[src/rtl/button_pkg.sv]
// Shared definitions for the push-button conditioner: channel FSM states,
// default cycle counts for a 50 MHz clock, and the counter-width helper.
package button_pkg;

  // Per-channel debounce / long-press state
  typedef enum logic [2:0] {
    IDLE,
    PRESS_DB,
    PRESSED,
    LONG,
    RELEASE_DB
  } btn_state_t;

  // Defaults for a 50 MHz clock
  localparam int DEF_DEBOUNCE_CYCLES = 1_000_000;  // 20 ms
  localparam int DEF_LONG_CYCLES     = 50_000_000; // 1 s
  localparam int DEF_REPEAT_CYCLES   = 5_000_000;  // 100 ms

  // Width of a counter that must reach (largest count - 1)
  function automatic int cnt_width(input int a, input int b, input int c);
    int m;
    m = a;
    if (b > m) m = b;
    if (c > m) m = c;
    return (m < 2) ? 1 : $clog2(m);
  endfunction

endpackage

[src/rtl/btn_channel.sv]
// One push-button channel: 2-flop synchroniser, debounce / long-press FSM
// and its shared counter.
// Optional feature: define BTN_AUTOREPEAT_EN to make long_pulse repeat every
// REPEAT_CYCLES while the button stays held after a long press.
module btn_channel
  import button_pkg::*;
#(
  parameter int DEBOUNCE_CYCLES = DEF_DEBOUNCE_CYCLES,
  parameter int LONG_CYCLES     = DEF_LONG_CYCLES,
  parameter int REPEAT_CYCLES   = DEF_REPEAT_CYCLES
) (
  input  logic CLK_50MHz,
  input  logic reset,
  input  logic btn_n_raw,
  output logic btn_level,
  output logic press_pulse,
  output logic release_pulse,
  output logic long_pulse
);

  localparam int CNT_W = cnt_width(DEBOUNCE_CYCLES, LONG_CYCLES, REPEAT_CYCLES);

  localparam logic [CNT_W-1:0] CNT_ONE  = CNT_W'(1);
  localparam logic [CNT_W-1:0] DEB_LAST = CNT_W'(DEBOUNCE_CYCLES - 1);
  localparam logic [CNT_W-1:0] LNG_LAST = CNT_W'(LONG_CYCLES - 1);
`ifdef BTN_AUTOREPEAT_EN
  localparam logic [CNT_W-1:0] REP_LAST = CNT_W'(REPEAT_CYCLES - 1);
`endif

  logic             sync_1;
  logic             sync_2;
  logic             p;
  btn_state_t       state;
  logic [CNT_W-1:0] cnt;
  logic             from_long;

  // Bring the asynchronous raw pin into the clock domain; idles released (1)
  always_ff @(posedge CLK_50MHz or posedge reset) begin
    if (reset) begin
      sync_1 <= 1'b1;
      sync_2 <= 1'b1;
    end else begin
      sync_1 <= btn_n_raw;
      sync_2 <= sync_1;
    end
  end

  // Active-high "pressed" view of the synchronised pin
  assign p = ~sync_2;

  // Debounce / long-press FSM with registered pulse and level outputs.
  // The cycle that moves into a debounce state already counts as the first
  // stable sample, so the counter starts at 1 there; a change is accepted on
  // the DEBOUNCE_CYCLES-th consecutive stable sample.
  always_ff @(posedge CLK_50MHz or posedge reset) begin
    if (reset) begin
      state         <= IDLE;
      cnt           <= '0;
      from_long     <= 1'b0;
      btn_level     <= 1'b0;
      press_pulse   <= 1'b0;
      release_pulse <= 1'b0;
      long_pulse    <= 1'b0;
    end else begin
      press_pulse   <= 1'b0;
      release_pulse <= 1'b0;
      long_pulse    <= 1'b0;
      // Level follows the accepted state one edge later
      btn_level     <= (state == PRESSED) || (state == LONG) || (state == RELEASE_DB);

      case (state)
        IDLE: begin
          cnt <= '0;
          if (p) begin
            state <= PRESS_DB;
            cnt   <= CNT_ONE;
          end
        end

        PRESS_DB: begin
          if (!p) begin
            state <= IDLE;
            cnt   <= '0;
          end else if (cnt >= DEB_LAST) begin
            state       <= PRESSED;
            press_pulse <= 1'b1;
            cnt         <= '0;
          end else begin
            cnt <= cnt + CNT_ONE;
          end
        end

        PRESSED: begin
          if (!p) begin
            state     <= RELEASE_DB;
            from_long <= 1'b0;
            cnt       <= CNT_ONE;
          end else if (cnt >= LNG_LAST) begin
            state      <= LONG;
            long_pulse <= 1'b1;
            cnt        <= '0;
          end else begin
            cnt <= cnt + CNT_ONE;
          end
        end

        LONG: begin
          if (!p) begin
            state     <= RELEASE_DB;
            from_long <= 1'b1;
            cnt       <= CNT_ONE;
          end else begin
`ifdef BTN_AUTOREPEAT_EN
            if (cnt >= REP_LAST) begin
              long_pulse <= 1'b1;
              cnt        <= '0;
            end else begin
              cnt <= cnt + CNT_ONE;
            end
`else
            // Terminal hold: nothing more fires until release
            cnt <= '0;
`endif
          end
        end

        RELEASE_DB: begin
          if (p) begin
            // Release bounce: resume where we were, long/repeat timing restarts
            state <= from_long ? LONG : PRESSED;
            cnt   <= '0;
          end else if (cnt >= DEB_LAST) begin
            state         <= IDLE;
            release_pulse <= 1'b1;
            cnt           <= '0;
          end else begin
            cnt <= cnt + CNT_ONE;
          end
        end

        default: begin
          state <= IDLE;
          cnt   <= '0;
        end
      endcase
    end
  end

endmodule

[src/rtl/button_conditioner.sv]
// Push-button front end for the stopwatch: NUM_BTN independent channels of
// synchronise + debounce + press/release/long-press event generation.
// Optional feature: define BTN_AUTOREPEAT_EN for auto-repeating long_pulse.
module button_conditioner
  import button_pkg::*;
#(
  parameter int NUM_BTN         = 2,
  parameter int DEBOUNCE_CYCLES = DEF_DEBOUNCE_CYCLES,
  parameter int LONG_CYCLES     = DEF_LONG_CYCLES,
  parameter int REPEAT_CYCLES   = DEF_REPEAT_CYCLES
) (
  input  logic               CLK_50MHz,
  input  logic               reset,
  input  logic [NUM_BTN-1:0] btn_n_raw,
  output logic [NUM_BTN-1:0] btn_level,
  output logic [NUM_BTN-1:0] press_pulse,
  output logic [NUM_BTN-1:0] release_pulse,
  output logic [NUM_BTN-1:0] long_pulse
);

  // Channels share nothing, so no arbitration is needed between them
  for (genvar gi = 0; gi < NUM_BTN; gi++) begin : g_chan
    btn_channel #(
      .DEBOUNCE_CYCLES(DEBOUNCE_CYCLES),
      .LONG_CYCLES    (LONG_CYCLES),
      .REPEAT_CYCLES  (REPEAT_CYCLES)
    ) u_chan (
      .CLK_50MHz    (CLK_50MHz),
      .reset        (reset),
      .btn_n_raw    (btn_n_raw[gi]),
      .btn_level    (btn_level[gi]),
      .press_pulse  (press_pulse[gi]),
      .release_pulse(release_pulse[gi]),
      .long_pulse   (long_pulse[gi])
    );
  end

endmodule

[config.mk]
export PLATFORM = sky130hd
export DESIGN_NAME = button_conditioner
export DESIGN_NICKNAME = d
export VERILOG_FILES = /design/src/rtl/button_pkg.sv /design/src/rtl/btn_channel.sv /design/src/rtl/button_conditioner.sv
export SDC_FILE = /design/constraint.sdc
export NUM_CORES = 1
export LEC_CHECK = 0
export BUFFER_PORTS_ARGS = -buffer_cell sky130_fd_sc_hd__buf_2
export CAP_MARGIN = 20
export CORE_ASPECT_RATIO = 2
export CORE_MARGIN = 5
export CORE_UTILIZATION = 30
export DETAILED_ROUTE_END_ITERATION = 8
export SLEW_MARGIN = 20
export SYNTH_ARGS = -nofsm -noshare
export SYNTH_HDL_FRONTEND = slang
export SYNTH_SLANG_ARGS = --single-unit
[constraint.sdc]
create_clock -name CLK_50MHz -period 2.09 [get_ports CLK_50MHz]
set_input_delay 0.3135 -clock CLK_50MHz [delete_from_list [all_inputs] [get_ports CLK_50MHz]]
set_output_delay 0.3135 -clock CLK_50MHz [all_outputs]
set_load 0.02 [all_outputs]
==> key figures, run 1 <==
Status
  – Outcome: finished clean

Logic synthesis
  – Synth unique cells: 62
  – Warnings from Yosys: 0
  – Asr flop ratio synth: 100%
  – Synth Net Count: 396
  – Avg Inst Size Synth: 9.84 sq um
  – Post-Syn Area: 3840 sq um
  – Number of synthesized register bits: 72
  – Post-Syn Instances: 390
  – Number of synthesized flops with an enable pin: 0
  – Post-synthesis sequential area ratio: 47.1%
  – Prevailing post-synth register cell: dfrtp_1

Cells and area
  – Area Overhead vs Synth: 15.6%
  – Share of cells above drive strength 1: 18.4%
  – Fin nets: 419
  – Multi-input logic area: 1860 sq um
  – Layout Cells excl Fill: 568
  – # diodes: 0
  – Register Area: 1810 sq um
  – Layout fillers: 1240

Setup path
  – Reg-to-Reg End: g_chan[0].u_chan.state[1]
  – Crit Path Class: reg -> reg
  – Startpoint types: register
  – CP peak stage delay: 0.42 ns
  – CP max stage cell: dfrtp_1
  – Critical Path AT: 2.21 ns
  – Worst Path Max Fanout: 5
  – Worst flop-to-flop path startpoint: g_chan[0].u_chan.cnt[0]
  – CP endpoint kind: register
  – Crit-path leading delay family: simple AND/OR/NAND/NOR gates
  – Reg2reg setup slack: 0.13 ns
  – Worst reg2reg path depth: 7
  – Buf/Inv on CP: 1
  – Crit-path cells: ha_2, nand3_1, o21ai_2, o32ai_4, buf_4, or3_2, a31oi_1
  – Worst path required time: 2.34 ns

CTS
  – CTS HTree Levels: 3
  – Clk Latency, worst-skew pair: 0.33 ns
  – CTS tree: yes
  – Clock slew at reported path FFs: 0.05 ns
  – Cts hold-fix bufs: 0
  – Num Clock Sinks: 72
  – CTS max path bufs: 2
  – Clock root buffer: clkbuf_16
  – CTS buffer count: 9

Routing
  – Initial DRC Count: 116
  – Drt via density: 5.15
  – Routed vias: 2925
  – Routed Wire Length: 8.18 mm
  – Residual DRC count: 0
  – DRT Pass-1 Iters: 5
  – Antenna Nets Post-Route: 0
  – Wire per inst: 14.4 um

Timing
  – Clk_skew: 0.00531 ns
  – Max_slew headroom: 61.9%
  – Slew @ Worst Pin: 0.568 ns
  – Final max-slew violation count: 0
  – Final min period: 1.96 ns
  – Final setup TNS: 0 ns
  – Final period utilization: 93.8%
  – Final hold vios: 0
  – RSZ-0062 raised after global routing: no
  – F_max: 510 MHz
  – Endpoints failing setup: 0

Placement
  – IO Port Bufs: 11
  – Placed cells: 546
  – GPL Wtd Cong: 0.802
  – Post-DP HPWL: 5.72 mm

Floorplan
  – Rows: 58
  – Initial core utilization: 30.6%
  – Die width: 90.0 um
  – Core area: 12600 sq um
  – I/O Pins: 12
  – Die area: 15300 sq um
  – Die Y: 170 um

Global routing
  – Largest net degree at the start of global routing: 73
  – First-pass GRT wire length: 13.9 mm
  – Initial antenna violation count: 0
  – GR Overflow Total: 0
  – Vias in the first global route: 3000
  – GRT Total Usage: 11.1%

Min path
  – Hold/Removal Path Class: in -> async

Power and ir drop
  – Leakage: 1.87 nW
  – Pwr/cell area: 699 nW/um^2
  – Peak supply drop: 0.000444 V

Run
  – Max Cap Viol: 0
[flip-flops by register name (all words and copies together) (netlist names)]
signal / count
g_chan.u_chan.cnt: 52
g_chan.u_chan.state: 6
g_chan.u_chan.btn_level: 2
g_chan.u_chan.from_long: 2
g_chan.u_chan.long_pulse: 2
g_chan.u_chan.press_pulse: 2
g_chan.u_chan.release_pulse: 2
g_chan.u_chan.sync_1: 2
g_chan.u_chan.sync_2: 2
[worst register-to-register path, delay by kind of cell (launching register included)]
family / cells / cell delay (ns)
and+or+nand+nor: 2 / 0.53
AOI/OAI and AO/OA: 3 / 0.49
DFF: 1 / 0.42
adders and majority gates: 1 / 0.27
buffers and inverters: 1 / 0.18
[where the power goes]
group | switching, mW | internal, mW | total, mW
Combinational | 0.0932 | 0.0588 | 0.152
Clock | 0.566 | 0.949 | 1.52
Sequential | 0.0207 | 1.41 | 1.44
Total | 0.680 | 2.42 | 3.10
[worst max path at each step]
stage	start	end	slack, ns	depth (start not counted)
after floorplan	g_chan[0].u_chan.cnt[0]	g_chan[0].u_chan.cnt[1]	0.34	6
after global placement	g_chan[1].u_chan.cnt[18]	g_chan[1].u_chan.cnt[4]	0.03	5
after detailed placement	g_chan[1].u_chan.cnt[15]	g_chan[1].u_chan.cnt[24]	0.008	5
after CTS	g_chan[1].u_chan.cnt[15]	g_chan[1].u_chan.cnt[24]	0.02	5
after global routing	g_chan[0].u_chan.cnt[0]	g_chan[0].u_chan.state[1]	0.009	7
final	g_chan[0].u_chan.cnt[0]	g_chan[0].u_chan.state[1]	0.13	7
[layer usage]
metal	global-route usage, %	share of wire, %	wire, um
met1	11.6	38	3100
met2	20.3	56	4540
met3	2.52	2.9	236
met4	6.22	3.7	299
met5	0	0	0
[cell usage in the layout (no fill, tap or decap), types with 3 or more instances in the layout]
cell,Yosys,layout
buf_4,8,19
or3_1,4,4
nand4_1,11,11
a21oi_1,8,7
nand2b_1,3,3
clkinv_2,0,4
clkbuf_16,0,9
nand3_1,31,31
inv_1,10,9
and3_1,10,10
nand2_1,24,24
buf_2,3,11
nor4_1,5,5
o21ai_0,5,5
nor3_1,17,17
nor2_1,64,64
dfstp_2,4,4
xor2_1,29,29
dfrtp_1,68,68
xnor2_1,17,17
and4_1,4,4
a31oi_1,4,4
[cells in the mapped netlist, types with 3 or more instances]
library cell  instances  area share, %
dfrtp_1              68             44
nor2_1               64            6.3
nand3_1              31            4.0
xor2_1               29            6.6
nand2_1              24            2.3
nor3_1               17            2.2
xnor2_1              17            3.9
nand4_1              11            1.8
and3_1               10            1.6
inv_1                10           0.98
a21oi_1               8            1.0
buf_4                 8            1.6
buf_6                 5            1.5
clkbuf_1              5           0.49
nor4_1                5           0.82
o21ai_0               5           0.65
a31oi_1               4           0.65
and4_1                4           0.91
dfstp_2               4            2.7
or3_1                 4           0.65
buf_2                 3           0.39
nand2b_1              3           0.49
[stage by stage]
| step | area (sq um) | total power [mW] | hold slack, ns | worst slack (ns) | utilization [%] |
|---|---|---|---|---|---|
| finish | 4440 | 3.10 | 0.0678 | 0.129 | 35.3 |
| global route | 4440 | 3.22 | 0.0656 | 0.00901 | 35.3 |
| global placement | 4070 | 1.59 | 0.348 | 0.0261 | 32.4 |
| detailed placement | 4070 | 1.59 | 0.348 | 0.00813 | 32.4 |
| CTS | 4360 | 3.12 | 0.0677 | 0.0165 | 34.8 |
| floorplan | 3840 | 1.55 | 0.318 | 0.340 | - |
[repair_timing]
item	in CTS	in global routing
endpoints found under the setup margin	0	40
setup buffers	0	5
gates resized for setup	0	4
[cell type report]
class / instances / area share (%)
multi-input combinational: 287 / 42.0
clock inverter: 6 / 1.33
timing repair buffer: 32 / 5.36
tap: 150 / 4.23
sequential: 72 / 40.7
inverter: 11 / 1.02
clock buffer: 10 / 5.39
[logic make-up after synthesis]
group / synth area share [%]
and+or+nand+nor: 26.9
DFF: 47.1
xor gates and xnor gates: 10.5
AOI/OAI and AO/OA: 9.59
buffers and inverters: 4.99
adders and majority gates: 0.652
muxes: 0.293
No activity file was read; power rests on OpenSTA's default activity.
==> run 2, diff against run 1 <==
- RECOVER_POWER: default -> 25
- SKIP_LAST_GASP: default -> 1
==> key figures, run 2 (synthesis gave the netlist of run 1 again) <==
Timing
  – Final min period: 1.96 ns
  – Slew @ Worst Pin: 1.60 ns
  – Clk_skew: 0.00542 ns
  – Endpoints failing setup: 0
  – Max_slew headroom: -6.35%
  – Final setup TNS: 0 ns
  – F_max: 510 MHz
  – Final period utilization: 93.9%
  – Final hold vios: 0
  – Final max-slew violation count: 73
  – RSZ-0062 raised after global routing: no

Cells and area
  – Top reg by flops: g_chan.u_chan.cnt
  – Share of cells above drive strength 1: 18.2%
  – Largest regs: g_chan.u_chan.cnt x52, g_chan.u_chan.state x6
  – Area Overhead vs Synth: 15.2%
  – Register Area: 1810 sq um
  – Layout fillers: 1243
  – Multi-input logic area: 1860 sq um
  – Most frequent cells in the layout: dfrtp_1, nor2_1, nand3_1, xor2_1, nand2_1
  – Fin nets: 419
  – Most common cell after layout, fill and taps aside: dfrtp_1
  – # diodes: 0
  – Max FFs per register: 52

Global routing
  – GR Overflow Total: 0
  – GRT Total Usage: 11.1%
  – Largest net degree at the start of global routing: 73
  – First-pass GRT wire length: 13.9 mm
  – Initial antenna violation count: 0
  – Vias in the first global route: 3000

CTS
  – Clock slew at reported path FFs: 0.06 ns
  – CTS buffer count: 9
  – Clk Latency, worst-skew pair: 0.33 ns
  – CTS tree: yes
  – Clock root buffer: clkbuf_16
  – CTS HTree Levels: 3
  – Num Clock Sinks: 72
  – CTS max path bufs: 2

Setup path
  – Crit-path cells: ha_2, nand3_1, o21ai_2, o32ai_4, buf_4, or3_2, a31oi_1
  – Critical Path AT: 2.21 ns
  – Worst reg2reg path depth: 7
  – Worst Path Max Fanout: 5
  – CP endpoint kind: register
  – Worst flop-to-flop path startpoint: g_chan[0].u_chan.cnt[0]
  – Worst path required time: 2.34 ns
  – Crit Path Class: reg -> reg
  – Reg2reg setup slack: 0.13 ns
  – Reg-to-Reg End: g_chan[0].u_chan.state[1]
  – CP peak stage delay: 0.42 ns
  – Startpoint types: register
  – CP max stage cell: dfrtp_1

Floorplan
  – Initial core utilization: 30.6%
  – Die Y: 170 um
  – Die width: 90.0 um
  – Rows: 58
  – I/O Pins: 12
  – Die area: 15300 sq um
  – Core area: 12600 sq um

Min path
  – Hold/Removal Path Class: in -> reg
  – Min-delay src: btn_n_raw[1]
  – Cell count of the worst hold path: 1
  – Worst Hold Endpoint: g_chan[1].u_chan.sync_1

Routing
  – Initial DRC Count: 129
  – Routed Wire Length: 8.20 mm
  – Routed vias: 2934
  – Drt via density: 5.17
  – Antenna Nets Post-Route: 0
  – Wire per inst: 14.4 um
  – DRT Pass-1 Iters: 4
  – Residual DRC count: 0

Run
  – Max Cap Viol: 1

Power and ir drop
  – Pint: 2.42 mW
  – NetSw: 0.681 mW
  – Pwr/cell area: 701 nW/um^2
  – Net Sw Frac: 22.0%
  – Clock power frac: 48.9%
  – Pwr Total: 3.10 mW
  – Peak supply drop: 0.000443 V
  – Power share of the sequential group: 46.3%
  – Gate power share: 4.8%
  – Leakage: 1.86 nW

Status
  – Outcome: finished, violations left
  – Violated checks: capacitance limit, slew limit

Placement
  – IO Port Bufs: 11
  – GPL Wtd Cong: 0.802
  – Post-DP HPWL: 5.72 mm
[run 2: cell types whose count changed in the layout (fill, tap and decap cells not counted), sizes merged]
cell    delta
buf        -1
clkbuf     +1
[run 2: timing repair]
item | in CTS | in global routing
hold buffers | 0 | 0
resized for setup | 0 | 4
setup buffers | 0 | 5
endpoints found under the setup margin | 0 | 40
[run 2: routing by layer]
layer / vias up / share of wire, % / track usage (%)
li1: 1407 / - / -
met1: 1454 / 38 / 11.6
met2: 48 / 56 / 20.3
met3: 25 / 2.7 / 2.52
met4: 0 / 3.7 / 6.22
met5: - / 0 / 0
[run 2: power by group through the flow]
stage	clock, mW	combinational [mW]	sequential (mW)
detailed placement	0	0.136	1.46
finish	1.52	0.148	1.44
global placement	0	0.133	1.46
floorplan	0	0.0977	1.45
global route	1.61	0.168	1.44
CTS	1.55	0.136	1.43
[run 2: worst max-delay path, delay by kind of cell, from the launching register on]
kind	cells	cell delay, ns
fa+ha+maj	1	0.27
compound gates	3	0.49
buf+inv	1	0.17
simple gates	2	0.53
flops	1	0.42
[run 2: worst max path at each step]
stage / start / endpoint / slack [ns] / cells past startpoint
after floorplan: g_chan[0].u_chan.cnt[0] / g_chan[0].u_chan.cnt[1] / 0.34 / 6
after global placement: g_chan[1].u_chan.cnt[18] / g_chan[1].u_chan.cnt[4] / 0.03 / 5
after detailed placement: g_chan[1].u_chan.cnt[15] / g_chan[1].u_chan.cnt[24] / 0.008 / 5
after CTS: g_chan[1].u_chan.cnt[15] / g_chan[1].u_chan.cnt[24] / 0.02 / 5
after global routing: g_chan[0].u_chan.cnt[0] / g_chan[0].u_chan.state[1] / 0.009 / 7
final: g_chan[0].u_chan.cnt[0] / g_chan[0].u_chan.state[1] / 0.13 / 7
[run 2: cell type report]
cell class | count | area share, %
well taps | 150 | 4.25
flip-flops and latches | 72 | 40.9
clock inverters | 6 | 1.33
repair buffers | 32 | 5.01
inverters | 11 | 1.02
clock buffers | 10 | 5.41
multi-input cells | 287 | 42.1
[run 2: through the flow]
step	setup WS [ns]	utilization (%)	hold slack, ns	cell area, sq um	std cells
final	0.128	35.2	0.0759	4420	568
after detailed placement	0.00813	32.4	0.348	4070	546
after global placement	0.0261	32.4	0.348	4070	546
after global routing	0.00901	35.2	0.0656	4420	568
after CTS	0.0165	34.8	0.0677	4360	562
after floorplan	0.340	-	0.318	3840	390
==> run 3, diff against run 2 <==
- BUFFER_PORTS_ARGS: -buffer_cell sky130_fd_sc_hd__buf_2 -> default
- DONT_BUFFER_PORTS: default -> 1
==> key figures, run 3 (synthesis gave the netlist of run 1 again) <==
Power and ir drop
  – Pwr/cell area: 679 nW/um^2
  – Pint: 2.31 mW
  – Peak supply drop: 0.000546 V
  – NetSw: 0.673 mW
  – Leakage: 1.80 nW
  – Clock power frac: 46.6%
  – Pwr Total: 2.99 mW
  – Gate power share: 5.4%
  – Power share of the sequential group: 48.0%
  – Net Sw Frac: 22.5%

CTS
  – Clk Latency, worst-skew pair: 0.34 ns
  – CTS buffer count: 9
  – Num Clock Sinks: 72
  – Clock slew at reported path FFs: 0.05 ns
  – CTS HTree Levels: 3
  – Clock root buffer: clkbuf_16
  – CTS tree: yes
  – CTS max path bufs: 2

Cells and area
  – Area Overhead vs Synth: 14.6%
  – # diodes: 0
  – Most frequent cells in the layout: dfrtp_1, nor2_1, nand3_1, xor2_1, nand2_1
  – Layout Cells excl Fill: 559
  – Fin nets: 410
  – Share of cells above drive strength 1: 15.2%
  – Fin util: 35.0%
  – Max FFs per register: 52
  – Largest regs: g_chan.u_chan.cnt x52, g_chan.u_chan.state x6
  – Layout fillers: 1269
  – Most common cell after layout, fill and taps aside: dfrtp_1
  – Top reg by flops: g_chan.u_chan.cnt

Global routing
  – Largest net degree at the start of global routing: 36
  – Initial antenna violation count: 0
  – GRT met3 Usage: 2.52%
  – Met2 Use GR: 22.0%
  – GR Overflow Total: 0
  – GR met1 Demand/Resource: 11.1%
  – First-pass GRT wire length: 14.1 mm
  – GRT Total Usage: 11.5%
  – Most used routing layer: met2
  – Vias in the first global route: 2912

Floorplan
  – Die Y: 170 um
  – Rows: 58
  – I/O Pins: 12
  – Initial core utilization: 30.6%
  – Die width: 90.0 um
  – Die area: 15300 sq um
  – Core area: 12600 sq um

Timing
  – Final hold vios: 0
  – F_max: 510 MHz
  – Final WS setup: 0.131 ns
  – Final period utilization: 93.7%
  – Max_slew headroom: 23.6%
  – Final max-slew violation count: 0
  – RSZ-0062 raised after global routing: yes
  – Endpoints failing setup: 0
  – Clk_skew: 0.00326 ns
  – Slew @ Worst Pin: 1.14 ns
  – Final min period: 1.96 ns

Placement
  – Placed cells: 535
  – GPL Wtd Cong: 0.821
  – Pre-CTS setup slack: -0.0203 ns
  – Post-DP HPWL: 5.96 mm
  – IO Port Bufs: 0

Run
  – Max Cap Viol: 0

Routing
  – Routed vias: 2838
  – DRT Pass-1 Iters: 4
  – Initial DRC Count: 85
  – Antenna Nets Post-Route: 0
  – Routed Wire Length: 8.19 mm
  – Wire per inst: 14.7 um
  – Residual DRC count: 0
  – Drt via density: 5.08

Setup path
  – Crit Path Class: reg -> reg
  – CP endpoint kind: register
  – Worst path required time: 2.35 ns
  – Critical Path AT: 2.22 ns
  – Startpoint types: register
  – Worst Path Max Fanout: 13

Status
  – Outcome: finished clean

Min path
  – Hold/Removal Path Class: reg -> reg
[run 3: cell types whose count changed in the layout (fill, tap and decap cells not counted), moves of 2 or more]
cell and change:
clkbuf_1 +2, dlygate4sd3_1 +3, clkinv_2 -2, buf_12 +3, buf_2 -11, buf_4 -3
[run 3: path summary, 6_finish.rpt]
path | from | end | slack (ns) | depth (start not counted)
max | g_chan[1].u_chan.state[2] | g_chan[1].u_chan.cnt[8] | 0.13 | 6
min in group asynchronous | reset | g_chan[0].u_chan.cnt[2] | 0.66 | 2
max in group asynchronous | reset | g_chan[0].u_chan.sync_1 | 0.64 | 3
min | g_chan[0].u_chan.sync_1 | g_chan[0].u_chan.sync_2 | 0.35 | 0
min reg2reg | g_chan[0].u_chan.sync_1 | g_chan[0].u_chan.sync_2 | 0.35 | 0
max reg2reg | g_chan[1].u_chan.state[2] | g_chan[1].u_chan.cnt[8] | 0.13 | 6
[run 3: critical path, cell delays in order (launching register included)]
cell      delay (ns)
dfrtp_1         0.46
nand2b_1        0.26
or3_1           0.36
a21oi_1         0.40
a21oi_4         0.12
buf_12          0.16
nor2_1          0.11
[run 3: power groups by stage]
stage / logic, mW / registers, mW / clock network [mW]
after CTS: 0.151 / 1.43 / 1.43
after global placement: 0.133 / 1.46 / 0
after floorplan: 0.0977 / 1.45 / 0
after detailed placement: 0.135 / 1.46 / 0
final: 0.160 / 1.43 / 1.39
after global routing: 0.181 / 1.44 / 1.48
[run 3: cell type report]
class	instances	area [sq um]	area share, %
clock buffer	13	250	5.69
clock inverter	3	17.5	0.398
inverter	11	42.5	0.967
multi-input combinational	287	1860	42.4
sequential	72	1810	41.1
tap	150	188	4.27
timing repair buffer	23	230	5.23
[run 3: metrics by stage]
stage          hold WS [ns]  area (sq um)  setup TNS [ns]
5_1_grt               0.361          4400        -0.00950
3_3_place_gp          0.261          4020               0
6_report              0.355          4400               0
2_1_floorplan         0.318          3840               0
3_5_place_dp          0.265          4020         -0.0673
4_1_cts               0.357          4350               0
[run 3: layer usage]
| layer | wire length [um] | up-vias |
|---|---|---|
| li1 | - | 1388 |
| met1 | 3010 | 1400 |
| met2 | 4770 | 35 |
| met3 | 195 | 15 |
| met4 | 218 | 0 |
| met5 | 0 | - |
[run 3: timing repair]
item | in CTS | in global routing
endpoints found under the hold margin | 22 | 0
hold buffers | 3 | 0
resized for setup | 1 | 2
cloned | 1 | 0
pin swaps | 1 | 0
endpoints found under the setup margin | 25 | 45
setup buffers | 2 | 2
